$ cat src/rtl/run_sequencer_pkg.sv
// Shared types and widths for the run sequencer: FSM states and field widths.
package run_sequencer_pkg;
    localparam int DLY_W  = 16;
    localparam int NP_W   = 8;
    localparam int CNT_W  = 32;
    localparam int DROP_W = 16;
    // One extra bit so a zero-pulse run can hold DELAY for delay_cycles+1.
    localparam int DCNT_W = DLY_W + 1;

    typedef enum logic [2:0] {IDLE, DELAY, PULSE, GAP, DONE} seq_state_t;
endpackage

$ cat src/rtl/run_sequencer_if.sv
// Control/status bundle between the run sequencer and its controller.
interface run_sequencer_if;
    import run_sequencer_pkg::*;

    logic              in_start;
    logic              enable;
    logic [DLY_W-1:0]  delay_cycles;
    logic [NP_W-1:0]   num_pulses;
    logic [DLY_W-1:0]  pulse_gap;
    logic              clr_err;
    logic              pulse_out;
    logic              busy;
    logic              done;
    logic [CNT_W-1:0]  start_count;
    logic [DROP_W-1:0] drop_count;
    logic              overlap_err;

    modport master (
        output in_start, enable, delay_cycles, num_pulses, pulse_gap, clr_err,
        input  pulse_out, busy, done, start_count, drop_count, overlap_err
    );
    modport slave (
        input  in_start, enable, delay_cycles, num_pulses, pulse_gap, clr_err,
        output pulse_out, busy, done, start_count, drop_count, overlap_err
    );
endinterface

$ cat src/rtl/run_sequencer_seq_down_counter.sv
// Loadable down-counter with zero flag; times both DELAY and GAP intervals.
module seq_down_counter #(
    parameter int W = 16
) (
    input  logic         clk,
    input  logic         rst_n,
    input  logic         load,
    input  logic [W-1:0] load_val,
    input  logic         dec,
    output logic         zero
);
    logic [W-1:0] cnt;

    always_ff @(posedge clk or negedge rst_n) begin
        if (!rst_n)
            cnt <= '0;
        else if (load)
            cnt <= load_val;
        else if (dec && cnt != '0)
            cnt <= cnt - W'(1);
    end

    assign zero = (cnt == '0);
endmodule

$ cat src/rtl/run_sequencer.sv
// Start-triggered pulse sequencer: delay, N one-cycle pulses spaced by a gap, then done.
module run_sequencer
    import run_sequencer_pkg::*;
(
    input logic          clk,
    input logic          rst_n,
    run_sequencer_if.slave bus
);
    seq_state_t        state;
    logic [NP_W-1:0]   num_q;
    logic [NP_W-1:0]   idx;
    logic [DLY_W-1:0]  gap_q;
    logic              accept, drop;
    logic              cnt_load, cnt_dec, cnt_zero;
    logic [DCNT_W-1:0] cnt_val;

    assign accept   = (state == IDLE) && bus.in_start && bus.enable;
    assign drop     = (state != IDLE) && bus.in_start && bus.enable;
    assign cnt_load = accept || (state == PULSE && bus.enable && idx != num_q);
    assign cnt_dec  = bus.enable && (state == DELAY || state == GAP);
    assign bus.busy = (state != IDLE);

    // GAP is entered one cycle after PULSE, hence gap-1; DELAY exits on zero,
    // so a zero-pulse run gets one extra cycle in place of the first pulse slot.
    always_comb begin
        cnt_val = DCNT_W'(gap_q) - DCNT_W'(1);
        if (accept)
            cnt_val = DCNT_W'(bus.delay_cycles) + DCNT_W'(bus.num_pulses == '0);
    end

    seq_down_counter #(.W(DCNT_W)) u_cnt (
        .clk      (clk),
        .rst_n    (rst_n),
        .load     (cnt_load),
        .load_val (cnt_val),
        .dec      (cnt_dec),
        .zero     (cnt_zero)
    );

    always_ff @(posedge clk or negedge rst_n) begin
        if (!rst_n) begin
            state         <= IDLE;
            num_q         <= '0;
            gap_q         <= '0;
            idx           <= '0;
            bus.pulse_out <= 1'b0;
            bus.done      <= 1'b0;
        end else begin
            bus.pulse_out <= 1'b0;
            bus.done      <= 1'b0;
            if (state == IDLE) begin
                if (accept) begin
                    num_q <= bus.num_pulses;
                    gap_q <= (bus.pulse_gap == '0) ? DLY_W'(1) : bus.pulse_gap;
                    idx   <= '0;
                    state <= DELAY;
                end
            end else if (!bus.enable) begin
                state <= IDLE;
            end else begin
                case (state)
                    DELAY: if (cnt_zero) begin
                        if (num_q == '0) begin
                            state    <= DONE;
                            bus.done <= 1'b1;
                        end else begin
                            state         <= PULSE;
                            bus.pulse_out <= 1'b1;
                            idx           <= idx + NP_W'(1);
                        end
                    end
                    PULSE: if (idx == num_q) begin
                        state    <= DONE;
                        bus.done <= 1'b1;
                    end else begin
                        state <= GAP;
                    end
                    GAP: if (cnt_zero) begin
                        state         <= PULSE;
                        bus.pulse_out <= 1'b1;
                        idx           <= idx + NP_W'(1);
                    end
                    DONE:    state <= IDLE;
                    default: state <= IDLE;
                endcase
            end
        end
    end

    // A drop in the same cycle as clr_err wins: the error survives the clear.
    always_ff @(posedge clk or negedge rst_n) begin
        if (!rst_n) begin
            bus.start_count <= '0;
            bus.drop_count  <= '0;
            bus.overlap_err <= 1'b0;
        end else begin
            if (accept)
                bus.start_count <= bus.start_count + CNT_W'(1);
            if (drop) begin
                bus.overlap_err <= 1'b1;
                if (bus.clr_err)
                    bus.drop_count <= DROP_W'(1);
                else if (bus.drop_count != '1)
                    bus.drop_count <= bus.drop_count + DROP_W'(1);
            end else if (bus.clr_err) begin
                bus.overlap_err <= 1'b0;
                bus.drop_count  <= '0;
            end
        end
    end
endmodule
$ cat src/flat_wrapper.sv
// flat-port wrapper written by rule: the top's interface ports become plain ports
module run_sequencer_flat import run_sequencer_pkg::*;
  (clk, rst_n, bus_in_start, bus_enable, bus_delay_cycles, bus_num_pulses, bus_pulse_gap, bus_clr_err, bus_pulse_out, bus_busy, bus_done, bus_start_count, bus_drop_count, bus_overlap_err);
  run_sequencer_if bus_i ();
  input logic clk;
  input logic rst_n;
  input wire logic [$bits(bus_i.in_start)-1:0] bus_in_start;
  input wire logic [$bits(bus_i.enable)-1:0] bus_enable;
  input wire logic [$bits(bus_i.delay_cycles)-1:0] bus_delay_cycles;
  input wire logic [$bits(bus_i.num_pulses)-1:0] bus_num_pulses;
  input wire logic [$bits(bus_i.pulse_gap)-1:0] bus_pulse_gap;
  input wire logic [$bits(bus_i.clr_err)-1:0] bus_clr_err;
  output wire logic [$bits(bus_i.pulse_out)-1:0] bus_pulse_out;
  output wire logic [$bits(bus_i.busy)-1:0] bus_busy;
  output wire logic [$bits(bus_i.done)-1:0] bus_done;
  output wire logic [$bits(bus_i.start_count)-1:0] bus_start_count;
  output wire logic [$bits(bus_i.drop_count)-1:0] bus_drop_count;
  output wire logic [$bits(bus_i.overlap_err)-1:0] bus_overlap_err;
  assign bus_i.in_start = bus_in_start;
  assign bus_i.enable = bus_enable;
  assign bus_i.delay_cycles = bus_delay_cycles;
  assign bus_i.num_pulses = bus_num_pulses;
  assign bus_i.pulse_gap = bus_pulse_gap;
  assign bus_i.clr_err = bus_clr_err;
  assign bus_pulse_out = bus_i.pulse_out;
  assign bus_busy = bus_i.busy;
  assign bus_done = bus_i.done;
  assign bus_start_count = bus_i.start_count;
  assign bus_drop_count = bus_i.drop_count;
  assign bus_overlap_err = bus_i.overlap_err;
  run_sequencer u_core (.clk(clk), .rst_n(rst_n), .bus(bus_i));
endmodule
$ cat config.mk
export PLATFORM = sky130hd
export DESIGN_NAME = run_sequencer_flat
export DESIGN_NICKNAME = d
export VERILOG_FILES = /design/src/rtl/run_sequencer_pkg.sv /design/src/rtl/run_sequencer_if.sv /design/src/rtl/run_sequencer_seq_down_counter.sv /design/src/rtl/run_sequencer.sv /design/src/flat_wrapper.sv
export SDC_FILE = /design/constraint.sdc
export NUM_CORES = 1
export LEC_CHECK = 0
export ABC_AREA = 1
export BUFFER_PORTS_ARGS = -buffer_cell sky130_fd_sc_hd__buf_2
export CAP_MARGIN = 5
export CORE_MARGIN = 2
export CORE_UTILIZATION = 37
export DETAILED_ROUTE_END_ITERATION = 7
export PLACE_DENSITY = 0.57
export RECOVER_POWER = 100
export REMOVE_ABC_BUFFERS = 1
export SYNTH_ARGS = -nofsm -noshare
export SYNTH_HDL_FRONTEND = slang
export SYNTH_SLANG_ARGS = --single-unit
$ cat constraint.sdc
create_clock -name clk -period 1.5 [get_ports clk]
set_input_delay 0.225 -clock clk [delete_from_list [all_inputs] [get_ports clk]]
set_output_delay 0.225 -clock clk [all_outputs]
set_load 0.01 [all_outputs]
==> Word level (Yosys, flattened, before mapping) <==
Cells that the tools add are included.
{ "totals": {"mem_count": 0, "word_cells": 91, "latchBits": 0, "out_inout_bits": 52, "regBits": 103, "inputBits": 45, "mem_bits_rw": 0, "mem_bits_ro": 0} }
{ "op_classes": {"mux": 37, "mul": 0, "n_reduce_logical": 26, "add_sub_neg": 6, "n_shift": 0, "eq_ne": 12, "div": 0, "bitwise": 0, "order_cmp": 0} }
{ "op_table": {"columns": ["cell", "count"], "rows": [
  ["2-to-1 mux 16 bit", 5],
  ["2-to-1 mux 17 bit", 3],
  ["2-to-1 mux 8 bit", 6],
  ["adder 32 x 1 -> 32 bit (second input constant)", 1],
  ["2-to-1 mux 3 bit", 7],
  ["adder 16 x 1 -> 17 bit", 1],
  ["logical NOT 17 bit", 1],
  ["nonzero test 17 bit", 1],
  ["subtractor 16 x 1 -> 17 bit (second input constant)", 1],
  ["subtractor 17 x 1 -> 17 bit (second input constant)", 1],
  ["adder 16 x 1 -> 16 bit (second input constant)", 1],
  ["logical NOT 16 bit", 1],
  ["logical NOT 8 bit", 2],
  ["inequality test 16 bit (second input constant)", 1],
  ["one-hot mux 8 bit (2 select lines)", 1],
  ["2-to-1 mux 1 bit", 12],
  ["one-hot mux 3 bit (3 select lines)", 1],
  ["adder 8 x 1 -> 8 bit (second input constant)", 1],
  ["equality test 8 bit", 1],
  ["logical AND 1 bit", 8],
  ["inequality test 4 x 2 -> 1 bit (second input constant)", 2],
  ["inequality test 8 bit", 1],
  ["nonzero test 2 bit", 4],
  ["equality test 3 x 2 -> 1 bit (second input constant)", 2],
  ["11 further kinds", 16]
]} }

==> Logic depth before layout (Yosys ltp) <==
{ "depth": {"ltp_word": 6, "mapped_depth": 15, "depth_no_buf": 15} }

==> Modules after synthesis <==
From an unflattened synthesis, not the netlist that was laid out.
{ "hier_totals": {"cells_unflattened": 1022, "hier_area_um2": 6926.6} }
{ "by_module_without_submodules": {"columns": ["module", "seq_area_each_um2", "area_each_um2", "instances", "cells_each"], "rows": [
  ["run_sequencer", 2152.1, 5580.4, 1, 818],
  ["seq_down_counter", 425.4, 1346.3, 1, 204]
]} }

==> Least setup slack after synthesis <==
OpenSTA, ideal clock, no wires.
{ "synth_timing": {"path_type": "input -> register", "startpoint": "in bus_num_pulses[6]", "endpoint": "reg u_core.u_cnt.cnt[10]", "setup_ps": 117, "slack_ps": -328, "required_ps": 1383, "arrival_ps": 1712, "n_path_buf": 0, "stages": 13, "path_cell_list": "inv_1 > nand2_1 > nor4_1 > ha_1 > ha_1 > nand3_1 > nor2_1 > nand2_1 > xnor2_1 > o21ai_0 > nand2_1 > nand2_1 > nor2_1"} }
{ "synth_between": {"elab_chain_len": 4} }
{ "synth_lines": {"columns": ["element", "line_no", "source"], "rows": [
  ["start, declared", "flat_wrapper.sv:10", "input wire logic [$bits(bus_i.num_pulses)-1:0] bus_num_pulses;"],
  ["logical NOT 8 bit", "run_sequencer.sv:28", "cnt_val = DCNT_W'(bus.delay_cycles) + DCNT_W'(bus.num_pulses == '0);"],
  ["adder 16 x 1 -> 17 bit", "run_sequencer.sv:28", null],
  ["2-to-1 mux 17 bit", "run_sequencer.sv:27", "if (accept)"],
  ["2-to-1 mux 17 bit", "run_sequencer_seq_down_counter.sv:17", "else if (load)"],
  ["end signal, assigned", "run_sequencer_seq_down_counter.sv:18", "cnt <= load_val;"],
  ["end signal, assigned", "run_sequencer_seq_down_counter.sv:20", "cnt <= cnt - W'(1);"],
  ["end, declared", "run_sequencer_seq_down_counter.sv:12", "logic [W-1:0] cnt;"]
]} }
Every way passes these cells.
A chain may end at the register's enable or synchronous reset.

==> Worst setup path in the final report <==
{ "layout_timing": {"startpoint": "reg u_core.state[1]", "endpoint": "reg u_core.bus.start_count[22]"} }
{ "layout_between": {"elab_chain_len": 3} }
{ "layout_lines": {"columns": ["element", "line_no", "source"], "rows": [
  ["start, declared", "run_sequencer.sv:9", "seq_state_t state;"],
  ["start signal, assigned", "run_sequencer.sv:42", "state <= IDLE;"],
  ["start signal, assigned", "run_sequencer.sv:56", "state <= DELAY;"],
  ["start signal, assigned", "run_sequencer.sv:59", "state <= IDLE;"],
  ["logical NOT 3 bit", "run_sequencer.sv:17", "assign accept = (state == IDLE) && bus.in_start && bus.enable;"],
  ["logical AND 1 bit (2 in series)", "run_sequencer.sv:17", null],
  ["end signal, assigned", "run_sequencer.sv:98", "bus.start_count <= bus.start_count + CNT_W'(1);"],
  ["end, declared", "run_sequencer_if.sv:24", "output pulse_out, busy, done, start_count, drop_count, overlap_err"]
]} }
Every way passes these cells.

==> results.md <==
* Status: finished with violations
* Violated checks: setup timing
* Clk_lat worst skew at 0.35 ns
* Pleak at 4.94 nW
* Reg-to-Reg End: u_core.bus.start_count[22]
* Remaining antenna violation count after routing at 0
* Logic pwr share at 49.1%
* H-tree depth at 3
* Clock sink total at 103
* Crit Path Category: reg -> reg
* 1st-pass router iterations at 6
* Hold depth at 3
* CP Max Fanout at 5
* Antenna fix cells at 0
* First-pass GRT wire length at 32800 um
* RSZ-0062 raised after global routing: true
* CTS buffer count at 9
* Yosys top cell by area: dfrtp_1
* Sequential fraction of the synthesis area at 38.2%
* Core Rows at 49
* Input/output buffers at 96
* Dpl hpwl at 14800 um
* Nets at 1327
* Initial Util at 37.7%
* Slew of the pin with the lowest slew margin at 0.568 ns
* Sequential Power Share at 31.7%
* Drt wl/cell at 13.7 um
* Crit end category: flop
* Pin count of the biggest net entering global routing at 36
* Pre-CTS setup slack at -0.702 ns
* Post-synth EDFFs at 0
* Fin crit share at 115%
* Final setup viols at 80
* 1st-iter DRT viols at 358
* Reg2Reg Depth at 10
* Top_reg_cell synth: dfrtp_1
* FF-to-FF Start: u_core.state[1]
* Slew Limit Fails at 0
* CTS tree: done
* Worst VDD drop at 0.786 mV
* DRC at 0
* Clock tree buffer depth at 2
* Routed wire length at 20700 um
* Die area at 19300 um^2
* Final hold violations at 0
* Relative slew slack at 62.1%
* Sw Pwr at 5.03 mW
* Worst R2R Setup Slack at -0.22 ns
* Worst hold path class: in -> reg
* Max cap viols at 0
* Register bit total from synthesis at 103
* Area Growth Syn to Fin at 52.4%
* Total Power at 12.7 mW
* Switching Share at 39.7%
* Setup ws final at -0.218 ns
* Root buffer cell: clkbuf_16
* Die height at 139 um
* Crit path launch type: flop
* Critical path required time at 1.74 ns
* PwrDens at 1230 nW/um^2
* Clock transition at the registers of the reported paths at 0.08 ns
* GP Congestion at 0.915
* Drt via density at 4.91
* Clock group share of total power at 19.2%
* Number of global-route vias before repair at 6873
* Gr ovfl total at 0
* Synth Instances at 964
* I/O pin total at 97
* Total global routing track utilization at 20.5%
* Async S/R FF share, synth at 100%
* Clock Skews at 0.00778 ns
* Mapped Area at 6750 um^2
* Top cell type's share of synthesized area at 38.2%
* Share of cells above drive strength 1 at 38.5%
* Top cells by area, synth: dfrtp_1 38%, nand2_1 18%, nand3_1 6.5%
* WP data arrival at 1.96 ns
* Post-synthesis cell type count at 37
* Worst hold start: bus_pulse_gap[5]
* Max Clk Rate at 0.582 GHz
* Hold EP: u_core.gap_q[5]
* Core ar. at 17900 um^2
* Synth Warn # at 0
* Mean Syn Cell Area at 7.00 um^2
* Die X at 139 um
* Initial antenna violation count at 0
* Int Power at 7.65 mW
* Final min period at 1.72 ns
* Vias at 7399
## power by group through the flow
stage / clock [mW] / combinational (mW) / sequential, mW
2_1_floorplan: 0 / 2.47 / 4.09
3_3_place_gp: 0 / 4.95 / 3.99
3_5_place_dp: 0 / 4.98 / 4.00
4_1_cts: 2.47 / 5.63 / 3.96
5_1_grt: 2.62 / 6.91 / 4.11
6_report: 2.44 / 6.22 / 4.03
## metal layers
| layer | share of wire, % | up-vias | track usage (%) |
|---|---|---|---|
| li1 | - | 3724 | - |
| met1 | 44 | 3498 | 27.5 |
| met2 | 50 | 151 | 35.0 |
| met3 | 3.7 | 26 | 2.56 |
| met4 | 1.8 | 0 | 5.95 |
| met5 | 0 | - | 0 |
## how the worst max path moves through the flow
stage                                             to               from  cells after the start
final                     u_core.bus.start_count[22]    u_core.state[1]                     10
after global routing      u_core.bus.start_count[22]    u_core.state[1]                     10
after CTS                       u_core.u_cnt.cnt[10]  bus_num_pulses[1]                     15
after detailed placement        u_core.u_cnt.cnt[10]  bus_num_pulses[2]                     15
after global placement          u_core.u_cnt.cnt[10]  bus_num_pulses[2]                     15
after floorplan                  u_core.u_cnt.cnt[8]    u_core.state[1]                      8
## cells in the final DEF (no fill, tap or decap), types with 3 or more instances in the layout
cell       instances
nand2_1          267
buf_4            165
dfrtp_1          101
inv_1             75
nor2_1            74
buf_2             67
nand3_1           59
nand2_2           49
clkbuf_1          43
nand3_2           29
o21ai_1           28
xor2_1            27
xnor2_1           25
buf_6             25
nand4_1           21
o21ai_0           21
nor2_2            19
nor3_1            19
nor2_4            18
inv_2             15
o21ai_2           12
clkbuf_16         10
or2_2              9
nand2_4            8
buf_12             7
nand3_4            6
a21oi_2            6
nor3_2             6
nor4_1             6
nand3b_1           5
a21oi_1            4
ha_4               4
xnor2_2            3
inv_6              3
ha_1               3
clkbuf_2           3
clkbuf_4           3
## state kept, by name, summed over array words and instances (netlist names)
signal,cells
u_core.u_cnt.cnt,17
u_core.bus.done,1
u_core.bus.start_count,32
u_core.gap_q,16
u_core.bus.overlap_err,1
u_core.state,3
u_core.num_q,8
u_core.idx,8
u_core.bus.drop_count,16
u_core.bus.pulse_out,1
## what timing repair did
item                                   CTS  global route
gates cloned                             4             1
gates resized for setup                139           146
hold buffers                             1             0
pin swaps                               50            48
endpoints found under the hold margin   17             0
setup endpoints to repair               85            99
setup buffers                           29            14
## area by class of cell
class | count | area, um^2
Clock buffer | 10 | 229
Clock inverter | 6 | 68.8
Fill cell | 1664 | 7610
Inverter | 95 | 383
Multi-Input combinational cell | 747 | 4430
Sequential cell | 103 | 2580
Tap cell | 229 | 287
Timing Repair Buffer | 318 | 2320
## cell families (layout without fill, tap and decap cells)
group | after synthesis | count (layout) | synth area share (%)
AND/OR/NAND/NOR | 605 | 606 | 39.8
buffers and inverters | 115 | 429 | 7.36
flip-flops | 103 | 103 | 38.2
AO/OA/AOI/OAI | 77 | 77 | 5.95
XOR/XNOR | 56 | 56 | 7.27
adder cells (fa/ha/maj) | 8 | 8 | 1.48
## cell usage after synthesis, types with 4 or more instances
cell / number
nand4_1: 21
nor3_1: 26
xor2_1: 28
inv_2: 4
nand3b_1: 5
nand2_2: 6
nor2_2: 4
or2_2: 9
nor2_4: 5
nand2_1: 318
nand3_1: 88
a21oi_1: 10
dfrtp_1: 103
buf_6: 7
o21ai_0: 54
buf_2: 7
o21ai_1: 7
nor2_1: 102
nor4_1: 9
xnor2_1: 28
clkbuf_1: 5
ha_1: 8
inv_1: 90
## critical path: stages, from the launching register on
cell and delay [ns]:
dfrtp_1 0.42, nor2_2 0.13, nand2_2 0.09, nor2_4 0.13, buf_12 0.14, nand2_8 0.06, nor2_4 0.11, nand2_2 0.08
nor2_4 0.18, nand3_2 0.11, xor2_1 0.15
## per-stage QoR
stage	area, um^2	cells	hold slack (ns)	util (%)	TNS, ns
floorplan	6610	944	-0.0706	-	-63.95
global placement	8750	1445	0.160	48.9	-14.17
detailed placement	8750	1445	0.156	48.9	-13.99
CTS	9810	1495	0.0832	54.8	-8.75
global route	10300	1508	0.0947	57.5	-19.73
finish	10300	1508	0.0893	57.5	-10.00
(Power assumes the default switching activity.)
